**src/rtl/ring_pkg.sv**
```systemverilog
// Shared definitions for the ring channel and the progress checker benches:
// state encoding, default sizing constants and the debug view of the channel.
package ring_pkg;

   localparam logic [1:0] ST_IDLE    = 2'd0;
   localparam logic [1:0] ST_XMIT    = 2'd1;
   localparam logic [1:0] ST_BACKOFF = 2'd2;

   localparam int RING_DEPTH     = 4;
   localparam int RING_SEQ_W     = 3;
   localparam int RING_TIMEOUT   = 3;
   localparam int RING_MAX_RETRY = 2;

   typedef enum logic [1:0] {
      S_IDLE    = ST_IDLE,
      S_XMIT    = ST_XMIT,
      S_BACKOFF = ST_BACKOFF
   } ring_state_e;

   typedef struct packed {
      ring_state_e state;
      logic        fifo_empty;
   } ring_dbg_t;

endpackage

```
**src/rtl/ring_channel_if.sv**
```systemverilog
// Node/environment side of the ring channel. Optional dup input exists only
// when RING_CHANNEL_DUP_EN is defined.
interface ring_channel_if
   import ring_pkg::*;
#(
   parameter int DEPTH = RING_DEPTH,
   parameter int SEQ_W = RING_SEQ_W
);
   // dlv_valid is a one-cycle strobe with no backpressure: a consumer must take
   // dlv_seq in every cycle dlv_valid is high; send/drop/dup are sampled each edge.
   logic                       send;
   logic                       drop;
`ifdef RING_CHANNEL_DUP_EN
   logic                       dup;
`endif
   logic                       loss;
   logic                       ring_reset;
   logic                       dlv_valid;
   logic [SEQ_W-1:0]           dlv_seq;
   logic [$clog2(DEPTH+1)-1:0] count;
   logic                       full;
   logic                       error;
   ring_dbg_t                  dbg;

   modport master (
`ifdef RING_CHANNEL_DUP_EN
      output dup,
`endif
      output send, drop,
      input  loss, ring_reset, dlv_valid, dlv_seq, count, full, error, dbg
   );

   modport slave (
`ifdef RING_CHANNEL_DUP_EN
      input  dup,
`endif
      input  send, drop,
      output loss, ring_reset, dlv_valid, dlv_seq, count, full, error, dbg
   );

endinterface

```
**src/rtl/ring_fifo.sv**
```systemverilog
// Synchronous circular buffer with wrap-around pointers and a separate
// occupancy count; flush empties it in one cycle.
module ring_fifo #(
   parameter int DEPTH = 4,
   parameter int W     = 3
) (
   input  logic                       clk,
   input  logic                       reset,
   input  logic                       push,
   input  logic                       pop,
   input  logic                       flush,
   input  logic [W-1:0]               din,
   output logic [W-1:0]               dout,
   output logic [$clog2(DEPTH+1)-1:0] count,
   output logic                       full,
   output logic                       empty
);
   localparam int PTR_W = $clog2(DEPTH);
   localparam int CNT_W = $clog2(DEPTH + 1);

   logic [W-1:0]     mem [DEPTH];
   logic [PTR_W-1:0] wr_ptr;
   logic [PTR_W-1:0] rd_ptr;

   always_ff @(posedge clk) begin
      if (reset || flush) begin
         wr_ptr <= '0;
         rd_ptr <= '0;
         count  <= '0;
      end else begin
         if (push) wr_ptr <= wr_ptr + 1'b1;
         if (pop)  rd_ptr <= rd_ptr + 1'b1;
         case ({push, pop})
            2'b10:   count <= count + 1'b1;
            2'b01:   count <= count - 1'b1;
            default: count <= count;
         endcase
      end
   end

   // Storage carries no reset; validity is tracked entirely by the pointers.
   always_ff @(posedge clk) begin
      if (push && !flush) mem[wr_ptr] <= din;
   end

   assign dout  = mem[rd_ptr];
   assign full  = (count == CNT_W'(DEPTH));
   assign empty = (count == '0);

endmodule

```
**src/rtl/ring_channel.sv**
```systemverilog
// Lossy in-order token channel feeding the ring progress checker. Define
// RING_CHANNEL_DUP_EN to add the dup (deliver-without-pop) input.
module ring_channel
   import ring_pkg::*;
#(
   parameter int DEPTH     = RING_DEPTH,
   parameter int SEQ_W     = RING_SEQ_W,
   parameter int TIMEOUT   = RING_TIMEOUT,
   parameter int MAX_RETRY = RING_MAX_RETRY
) (
   input  logic           clk,
   input  logic           reset,
   ring_channel_if.slave  bus
);
   localparam int CNT_W = $clog2(DEPTH + 1);
   localparam int TMR_W = $clog2(TIMEOUT + 1);
   localparam int RTY_W = $clog2(MAX_RETRY + 1);

   ring_state_e      state_q, state_d;
   logic [TMR_W-1:0] timer_q, timer_d;
   logic [RTY_W-1:0] retry_q, retry_d;
   logic [SEQ_W-1:0] tail_seq_q;
   logic [SEQ_W-1:0] seq_q, seq_d;
   logic             loss_q, loss_d;
   logic             rr_q, rr_d;
   logic             dv_q, dv_d;
   logic             err_q, err_d;

   logic             push, pop, flush, dup_req;
   logic [SEQ_W-1:0] head_seq;
   logic [CNT_W-1:0] fifo_count;
   logic             fifo_full, fifo_empty;

`ifdef RING_CHANNEL_DUP_EN
   assign dup_req = bus.dup;
`else
   assign dup_req = 1'b0;
`endif

   ring_fifo #(.DEPTH(DEPTH), .W(SEQ_W)) u_fifo (
      .clk   (clk),
      .reset (reset),
      .push  (push),
      .pop   (pop),
      .flush (flush),
      .din   (tail_seq_q),
      .dout  (head_seq),
      .count (fifo_count),
      .full  (fifo_full),
      .empty (fifo_empty)
   );

   always_ff @(posedge clk) begin
      if (reset) begin
         state_q    <= S_IDLE;
         timer_q    <= '0;
         retry_q    <= '0;
         tail_seq_q <= '0;
         seq_q      <= '0;
         loss_q     <= 1'b0;
         rr_q       <= 1'b0;
         dv_q       <= 1'b0;
         err_q      <= 1'b0;
      end else begin
         state_q <= state_d;
         timer_q <= timer_d;
         retry_q <= retry_d;
         seq_q   <= seq_d;
         loss_q  <= loss_d;
         rr_q    <= rr_d;
         dv_q    <= dv_d;
         err_q   <= err_d;
         if (push) tail_seq_q <= tail_seq_q + 1'b1;
      end
   end

   always_comb begin
      state_d = state_q;
      timer_d = timer_q;
      retry_d = retry_q;
      seq_d   = seq_q;
      loss_d  = 1'b0;
      rr_d    = 1'b0;
      dv_d    = 1'b0;
      pop     = 1'b0;
      flush   = 1'b0;

      case (state_q)
         S_IDLE: begin
            if (bus.send) state_d = S_XMIT;
         end
         S_XMIT: begin
            if (bus.drop) begin
               loss_d = 1'b1;
               if (int'(retry_q) + 1 < MAX_RETRY) begin
                  retry_d = retry_q + 1'b1;
                  timer_d = TMR_W'(TIMEOUT - 1);
                  state_d = S_BACKOFF;
               end else begin
                  // Retry budget exhausted: discard everything and restart the ring.
                  flush   = 1'b1;
                  retry_d = '0;
                  rr_d    = 1'b1;
                  state_d = S_IDLE;
               end
            end else begin
               dv_d  = 1'b1;
               seq_d = head_seq;
               if (!dup_req) begin
                  pop     = 1'b1;
                  retry_d = '0;
                  if (fifo_count == CNT_W'(1) && !bus.send) state_d = S_IDLE;
               end
            end
         end
         S_BACKOFF: begin
            if (timer_q == '0) begin
               state_d = S_XMIT;
            end else begin
               loss_d  = 1'b1;
               timer_d = timer_q - 1'b1;
            end
         end
         default: state_d = S_IDLE;
      endcase

      // A pop in the same cycle frees the slot a full FIFO would otherwise refuse.
      push  = bus.send && !flush && (!fifo_full || pop);
      err_d = err_q || (bus.send && !push && !flush);
   end

   assign bus.loss       = loss_q;
   assign bus.ring_reset = rr_q;
   assign bus.dlv_valid  = dv_q;
   assign bus.dlv_seq    = seq_q;
   assign bus.count      = fifo_count;
   assign bus.full       = fifo_full;
   assign bus.error      = err_q;
   assign bus.dbg        = {state_q, fifo_empty};

endmodule

```
**src/flat_wrapper.sv**
```systemverilog
// flat-port wrapper written by rule: the top's interface ports become plain ports
module ring_channel_flat import ring_pkg::*;
#(
   parameter int DEPTH     = RING_DEPTH,
   parameter int SEQ_W     = RING_SEQ_W,
   parameter int TIMEOUT   = RING_TIMEOUT,
   parameter int MAX_RETRY = RING_MAX_RETRY
)
  (clk, reset, bus_send, bus_drop, bus_loss, bus_ring_reset, bus_dlv_valid, bus_dlv_seq, bus_count, bus_full, bus_error, bus_dbg);
  ring_channel_if #(.DEPTH(DEPTH), .SEQ_W(SEQ_W)) bus_i ();
  input  logic clk;
  input  logic reset;
  input wire logic [$bits(bus_i.send)-1:0] bus_send;
  input wire logic [$bits(bus_i.drop)-1:0] bus_drop;
  output wire logic [$bits(bus_i.loss)-1:0] bus_loss;
  output wire logic [$bits(bus_i.ring_reset)-1:0] bus_ring_reset;
  output wire logic [$bits(bus_i.dlv_valid)-1:0] bus_dlv_valid;
  output wire logic [$bits(bus_i.dlv_seq)-1:0] bus_dlv_seq;
  output wire logic [$bits(bus_i.count)-1:0] bus_count;
  output wire logic [$bits(bus_i.full)-1:0] bus_full;
  output wire logic [$bits(bus_i.error)-1:0] bus_error;
  output wire logic [$bits(bus_i.dbg)-1:0] bus_dbg;
  assign bus_i.send = bus_send;
  assign bus_i.drop = bus_drop;
  assign bus_loss = bus_i.loss;
  assign bus_ring_reset = bus_i.ring_reset;
  assign bus_dlv_valid = bus_i.dlv_valid;
  assign bus_dlv_seq = bus_i.dlv_seq;
  assign bus_count = bus_i.count;
  assign bus_full = bus_i.full;
  assign bus_error = bus_i.error;
  assign bus_dbg = bus_i.dbg;
  ring_channel #(.DEPTH(DEPTH), .SEQ_W(SEQ_W), .TIMEOUT(TIMEOUT), .MAX_RETRY(MAX_RETRY)) u_core (.clk(clk), .reset(reset), .bus(bus_i));
endmodule
```
**config.mk**
```make
export PLATFORM = sky130hd
export DESIGN_NAME = ring_channel_flat
export DESIGN_NICKNAME = d
export VERILOG_FILES = /design/src/rtl/ring_pkg.sv /design/src/rtl/ring_channel_if.sv /design/src/rtl/ring_fifo.sv /design/src/rtl/ring_channel.sv /design/src/flat_wrapper.sv
export SDC_FILE = /design/constraint.sdc
export NUM_CORES = 1
export LEC_CHECK = 0
export BUFFER_PORTS_ARGS = -buffer_cell sky130_fd_sc_hd__buf_2
export CORE_MARGIN = 10
export CORE_UTILIZATION = 57
export DETAILED_ROUTE_END_ITERATION = 8
export PLACE_DENSITY = 0.78
export SLEW_MARGIN = 20
export SYNTH_ARGS = -nofsm -noshare
export SYNTH_HDL_FRONTEND = slang
export SYNTH_HIERARCHICAL = 1
export SYNTH_SLANG_ARGS = --single-unit
```
**constraint.sdc**
```tcl
create_clock -name clk -period 3 [get_ports clk]
set_input_delay 0.45 -clock clk [delete_from_list [all_inputs] [get_ports clk]]
set_output_delay 0.45 -clock clk [all_outputs]
set_load 0.05 [all_outputs]
```
==> results of run 1 <==
==> cells by family (layout without fill, tap and decap cells) <==
group / count (synthesis) / in the layout / share of synthesized area [%]
simple gates: 52 / 52 / 16.0
flops: 37 / 37 / 51.6
compound gates: 24 / 24 / 8.77
buf+inv: 21 / 43 / 5.40
fa+ha+maj: 14 / 14 / 10.9
xor+xnor: 5 / 5 / 2.62
mux: 4 / 4 / 4.65
==> layer usage <==
metal,part of all wire (%),up-vias
met5,0,-
met4,0.98,0
li1,-,573
met2,48,27
met3,5.3,4
met1,46,538
==> how the worst max path moves through the flow <==
stage	cells past startpoint	start	endpoint
2_1_floorplan	10	u_core/u_fifo/count[2]	u_core/u_fifo/count[2]
3_3_place_gp	12	u_core/state_q[1]	u_core/u_fifo/count[2]
3_5_place_dp	12	u_core/state_q[1]	u_core/u_fifo/count[2]
4_1_cts	12	u_core/state_q[1]	u_core/u_fifo/count[2]
5_1_grt	12	u_core/state_q[1]	u_core/u_fifo/count[2]
6_report	12	u_core/state_q[1]	u_core/u_fifo/count[2]
==> through the flow <==
stage / cell area, µm² / hold WS (ns) / total power, µW / util, %
after floorplan: 1670 / 0.435 / 898 / -
after global placement: 1770 / 0.433 / 954 / 63.8
after detailed placement: 1770 / 0.446 / 968 / 63.8
after CTS: 1840 / 0.420 / 1240 / 66.1
after global routing: 1840 / 0.422 / 1300 / 66.1
final: 1840 / 0.435 / 1230 / 66.1
==> Yosys cell counts, types with 2 or more instances <==
library cell	number
a21oi_1	15
and2_1	4
clkbuf_1	2
dfxtp_1	25
edfxtp_1	12
ha_1	13
inv_1	16
mux4_2	3
nand2_1	12
nand2b_1	6
nand3_1	2
nand3b_1	2
nor2_1	14
nor3_1	2
o21ai_1	2
or3_1	4
xnor2_1	2
xor2_1	3
==> flip-flops by register name (all words and copies together) (netlist names), named ones only <==
signal / cells
u_core/bus.dlv_seq: 3
u_core/bus.dlv_valid: 1
u_core/bus.error: 1
u_core/bus.loss: 1
u_core/bus.ring_reset: 1
u_core/retry_q: 2
u_core/state_q: 2
u_core/tail_seq_q: 3
u_core/timer_q: 2
u_core/u_fifo/count: 3
u_core/u_fifo/mem: 12
u_core/u_fifo/rd_ptr: 2
u_core/u_fifo/wr_ptr: 2
==> tightest hold or removal path: cells and delay by family <==
family / cells / cell delay, ns
simple gates: 1 / 0.08
buf+inv: 1 / 0.12
compound gates: 1 / 0.07
==> power by group <==
group          internal, µW  total, µW  leakage (µW)  switching (µW)
combinational           117        346      0.000388             230
clock                   114        277     0.0000382             162
sequential              570        611      0.000316            40.8
total                   801       1230      0.000742             433
==> layout make-up <==
type,instances,area (µm²),area share (%)
sequential,37,861,46.8
multi-input combinational,99,718,39.0
timing repair buffer,18,92.6,5.03
inverter,17,63.8,3.47
clock buffer,6,51.3,2.79
tap,31,38.8,2.11
clock inverter,2,13.8,0.748
==> impl_metrics.tcl, run 1 <==
set metrics [dict create \
    syn_area_um2 1670 \
    finalSetupTns_ns 0 \
    clkTransAtPathRegs_ns 0.11 \
    syn_nets 175 \
    p_per_area_nw_per_um2 671 \
    area_growth_pct 10.2 \
    r2r_end "u_core/u_fifo/count[2]" \
    hp-start "bus_drop" \
    max_stage_delay_ns 0.42 \
    synth_area_per_cell_um2 10.6 \
    grt_max_degree 18 \
    slew-limit-headroom_pct 78.9 \
    crit_path_frequent_cell "inv_1" \
    final_cell_mix "dfxtp_1, buf_2, inv_1" \
    cts_made_buffers 5 \
    cp-end-kind "register" \
    drt-initial-drc-count 89 \
    cts.sinks 37 \
    dp.cells 202 \
    yosysUniqueCellTypes 36 \
    yosysSeqAreaShare_pct 51.6 \
    ys_ff_latch 37 \
    outcome "completed" \
    wire_per_inst_um 14.6 \
    hold_depth 3 \
    min_path_type "in -> reg" \
    rows 19 \
    cp-start-kind "register" \
    async_flop_share_pct 0 \
    grt_use_total_pct 11.8 \
    required_ns 3.27 \
    stdcell_count 210 \
    fin_worst_skew_ns 0.00693 \
    synth_edf_count 12 \
    antenna_cells 0 \
    max_freq_mhz 384 \
    max_slew.worst_pin.slew_ns 0.316 \
    io_pins 18 \
    ctsResizeCount 0 \
    grt_antenna_before_repair 0 \
    slew_violations 0 \
    yosysTopAreaCell "dfxtp_1" \
    synth_ff_type "dfxtp_1" \
    dr_total_vias 1142 \
    grt_pass1_vias 1113 \
    path_class "reg -> reg" \
    synthCells 157 \
    postCtsSetupBuffers 0 \
    netlist.area_leader.share_pct 30.0 \
    detail_route.wirelength_um 3060 \
    synthTopCellsByArea "dfxtp_1, edfxtp_1, ha_1" \
    slowest_stage "dfxtp_1" \
    rsz0062_at_grt "false" \
    first_pass_iters 4 \
    crit_chain "inv_1 -> ha_1 -> nor2b_1 -> o21a_4 -> nor2_1 -> inv_1 -> ha_1 -> inv_1 -> fa_1 -> xor2_1 -> or3_1 -> a21oi_1" \
    gr-total-overflow 0 \
    setup_viol 0 \
    portBuffers 17 \
    fin_nets 196 \
    maxCapViolCount 0 \
    die_h_um 74.1 \
    finalHoldViolCount 0 \
    hpwl_um 2300 \
    timing.final.ws_setup_ns 0.395 \
    fin_crit_ns 2.61 \
    use_met1_pct 14.1 \
    n_fill_cell 231 \
    die_width_um 74.1 \
    worst_ep_arrival_time_ns 2.88 \
    ant_nets 0 \
    r2r-start "u_core/state_q[1]" \
    core_um2 2780 \
    rrSetupSlack_ns 0.39 \
    drive_gt1_share_pct 17.9 \
    cts_root_buffer "clkbuf_4" \
    crit_fanout 9 \
    start_util_pct 60.0 \
    fin_crit_sh_pct 86.8 \
    cts_tree "done" \
    gp_congestion 0.738 \
    min_to "u_core/retry_q[1]" \
    h-tree-depth 2 \
    clk_latency_ns 0.34 \
    remaining_drc_errors 0 \
    p_leak_uw 0.000742 \
    layout_commonest_cell "dfxtp_1" \
    reg2regPathDepth 12 \
    dpl_worst_slack_ns 0.425 \
    grtUsageMet3_pct 3.46 \
    vdd_drop_max_mv 0.688 \
    grt_pass1_wl_um 4970 \
    cts.path.max_buffers 2 \
    ys_warn_count 6 \
    grt_use_met2_pct 18.7 \
    cts_hold_buf 0 \
    crit_family "simple AND/OR/NAND/NOR gates" \
    viasPerCell 5.44 \
    die_area_um2 5490 \
    path_buf_inv 3 \
    busiest_layer "met2" \
]
Power figures use the tool's default switching activity.
==> run 2, diff against run 1 <==
--- a/config.mk
+++ b/config.mk
@@ -7,9 +7,9 @@
 export LEC_CHECK = 0
 export BUFFER_PORTS_ARGS = -buffer_cell sky130_fd_sc_hd__buf_2
 export CORE_MARGIN = 10
-export CORE_UTILIZATION = 57
+export CORE_UTILIZATION = 60
 export DETAILED_ROUTE_END_ITERATION = 8
-export PLACE_DENSITY = 0.78
+export PLACE_DENSITY = 0.81
 export SLEW_MARGIN = 20
 export SYNTH_ARGS = -nofsm -noshare
 export SYNTH_HDL_FRONTEND = slang
==> constraint.sdc (replaced) <==
create_clock -name clk -period 3.05 [get_ports clk]
set_input_delay 0.4575 -clock clk [delete_from_list [all_inputs] [get_ports clk]]
set_output_delay 0.4575 -clock clk [all_outputs]
set_load 0.05 [all_outputs]
==> run 2 against run 1 <==
  * Via count shrank 1.8%
  * Highest routed layer unchanged
  * Critical path depth is the same
  * Die area shrank 3.7%
  * Non-clock buffer count shrank 1
  * Cell count shrank 0.48%
==> impl_metrics.tcl, run 2 (synthesis gave the netlist of run 1 again) <==
set metrics [dict create \
    drive_gt1_share_pct 17.4 \
    cts.sinks 37 \
    die_h_um 72.7 \
    power_frac_comb_pct 26.3 \
    crit_family "adder cells" \
    clkTransAtPathRegs_ns 0.11 \
    path_class "reg -> reg" \
    fin_nets 195 \
    grt_pass1_wl_um 5040 \
    io_pins 18 \
    drt-initial-drc-count 43 \
    postCtsSetupBuffers 0 \
    portBuffers 17 \
    intPower_uw 868 \
    clk_latency_ns 0.34 \
    pwr-share-seq_pct 46.6 \
    setup_viol 0 \
    p_per_area_nw_per_um2 696 \
    crit_chain "inv_1 -> ha_1 -> nand2b_1 -> o21a_4 -> nor2_1 -> inv_1 -> ha_1 -> inv_1 -> fa_1 -> xor2_1 -> or3_1 -> a21oi_1" \
    grt_use_total_pct 12.2 \
    largest_register_ffs 12 \
    fin_worst_skew_ns 0.00765 \
    layout_commonest_cell "dfxtp_1" \
    n_fill_cell 212 \
    h-tree-depth 2 \
    cp-end-kind "register" \
    fin_crit_sh_pct 92.1 \
    ctsResizeCount 0 \
    gr-total-overflow 0 \
    rows 19 \
    max_stage_delay_ns 0.42 \
    gp_congestion 0.782 \
    largest-register "u_core/u_fifo/mem" \
    final_util_pct 68.5 \
    ant_nets 0 \
    first_pass_iters 4 \
    slew_violations 0 \
    p_clk_share_pct 27.2 \
    rsz0062_at_grt "false" \
    max_slew.worst_pin.slew_ns 0.329 \
    grt_antenna_before_repair 0 \
    final_cell_mix "dfxtp_1, buf_2, inv_1" \
    path_buf_inv 3 \
    p_sw_share_pct 32.8 \
    min_path_type "in -> reg" \
    die_width_um 72.7 \
    grt_use_met2_pct 19.9 \
    worst_ep_arrival_time_ns 3.09 \
    p_switching_uw 423 \
    cts.path.max_buffers 2 \
    maxCapViolCount 0 \
    wire_per_inst_um 14.3 \
    grt_pass1_vias 1144 \
    cp-start-kind "register" \
    crit_path_frequent_cell "inv_1" \
    fin_crit_ns 2.81 \
    viasPerCell 5.36 \
    cts_made_buffers 5 \
    max_freq_mhz 356 \
    cts_hold_buf 0 \
    cp.depth 12 \
    vdd_drop_max_mv 0.568 \
    hpwl_um 2270 \
    area_growth_pct 11.2 \
    grt_max_degree 18 \
    hold_depth 3 \
    p_leak_uw 0.000744 \
    slew-limit-headroom_pct 78.1 \
    slowest_stage "dfxtp_1" \
    use_met1_pct 13.4 \
    finalSetupTns_ns 0 \
    finalHoldViolCount 0 \
    core_um2 2710 \
    busiest_layer "met2" \
    cts_tree "done" \
    cts_root_buffer "clkbuf_4" \
    required_ns 3.33 \
    start_util_pct 61.6 \
    reg2regPathDepth 12 \
    grtUsageMet3_pct 5.85 \
    antenna_cells 0 \
    outcome "completed" \
    detail_route.wirelength_um 2990 \
    remaining_drc_errors 0 \
    die_area_um2 5290 \
    dr_total_vias 1121 \
    crit_fanout 9 \
]
run 2: cell count changes in the layout (fill, tap and decap cells not counted):
cell and delta:
buf_4 -1, bufinv_16 +1, clkinv_2 -1, clkinv_4 -1
clkinvlp_4 +1
run 2: worst reg2reg max path, delay by kind of cell (launching register included):
kind / cells / cell delay, ns
xor+xnor: 1 / 0.17
simple gates: 3 / 0.69
flops: 1 / 0.42
compound gates: 2 / 0.36
buf+inv: 3 / 0.26
fa+ha+maj: 3 / 0.85
run 2: cell type report:
type	instances	area (µm²)	area share [%]
multi-input combinational	99	718	38.7
timing repair buffer	17	85.1	4.59
sequential	37	861	46.4
clock inverter	2	37.5	2.02
tap	31	38.8	2.09
inverter	17	63.8	3.44
clock buffer	6	51.3	2.76
run 2: power by group through the flow:
stage	Combinational [µW]	Sequential, µW	Clock, µW
3_3_place_gp	327	608	0
6_report	339	601	351
2_1_floorplan	214	669	0
3_5_place_dp	336	613	0
5_1_grt	371	610	383
4_1_cts	340	602	363
run 2: path summary, 6_finish.rpt:
check / startpoint / endpoint / slack, ns
worst max-delay path: u_core/state_q[1] / u_core/u_fifo/count[2] / 0.24
worst min-delay path: bus_drop / u_core/retry_q[1] / 0.42
worst max register to register: u_core/state_q[1] / u_core/u_fifo/count[2] / 0.24
worst min register to register: u_core/bus.error / u_core/bus.error / 0.45
run 2: metal layers:
| metal | vias up | wire, µm | part of all wire [%] |
|---|---|---|---|
| met5 | - | 0 | 0 |
| met4 | 0 | 18 | 0.60 |
| met3 | 2 | 207 | 6.9 |
| met2 | 25 | 1460 | 49 |
| met1 | 522 | 1300 | 44 |
| li1 | 572 | - | - |
run 2: metrics by stage:
stage | total power (µW) | cells | hold slack (ns) | cell area (µm²) | worst slack, ns
after CTS | 1300 | 209 | 0.412 | 1860 | 0.265
after floorplan | 884 | 157 | 0.435 | 1670 | 0.161
after detailed placement | 950 | 201 | 0.439 | 1770 | 0.290
after global placement | 936 | 201 | 0.429 | 1770 | 0.484
after global routing | 1360 | 209 | 0.417 | 1860 | 0.100
final | 1290 | 209 | 0.417 | 1860 | 0.240
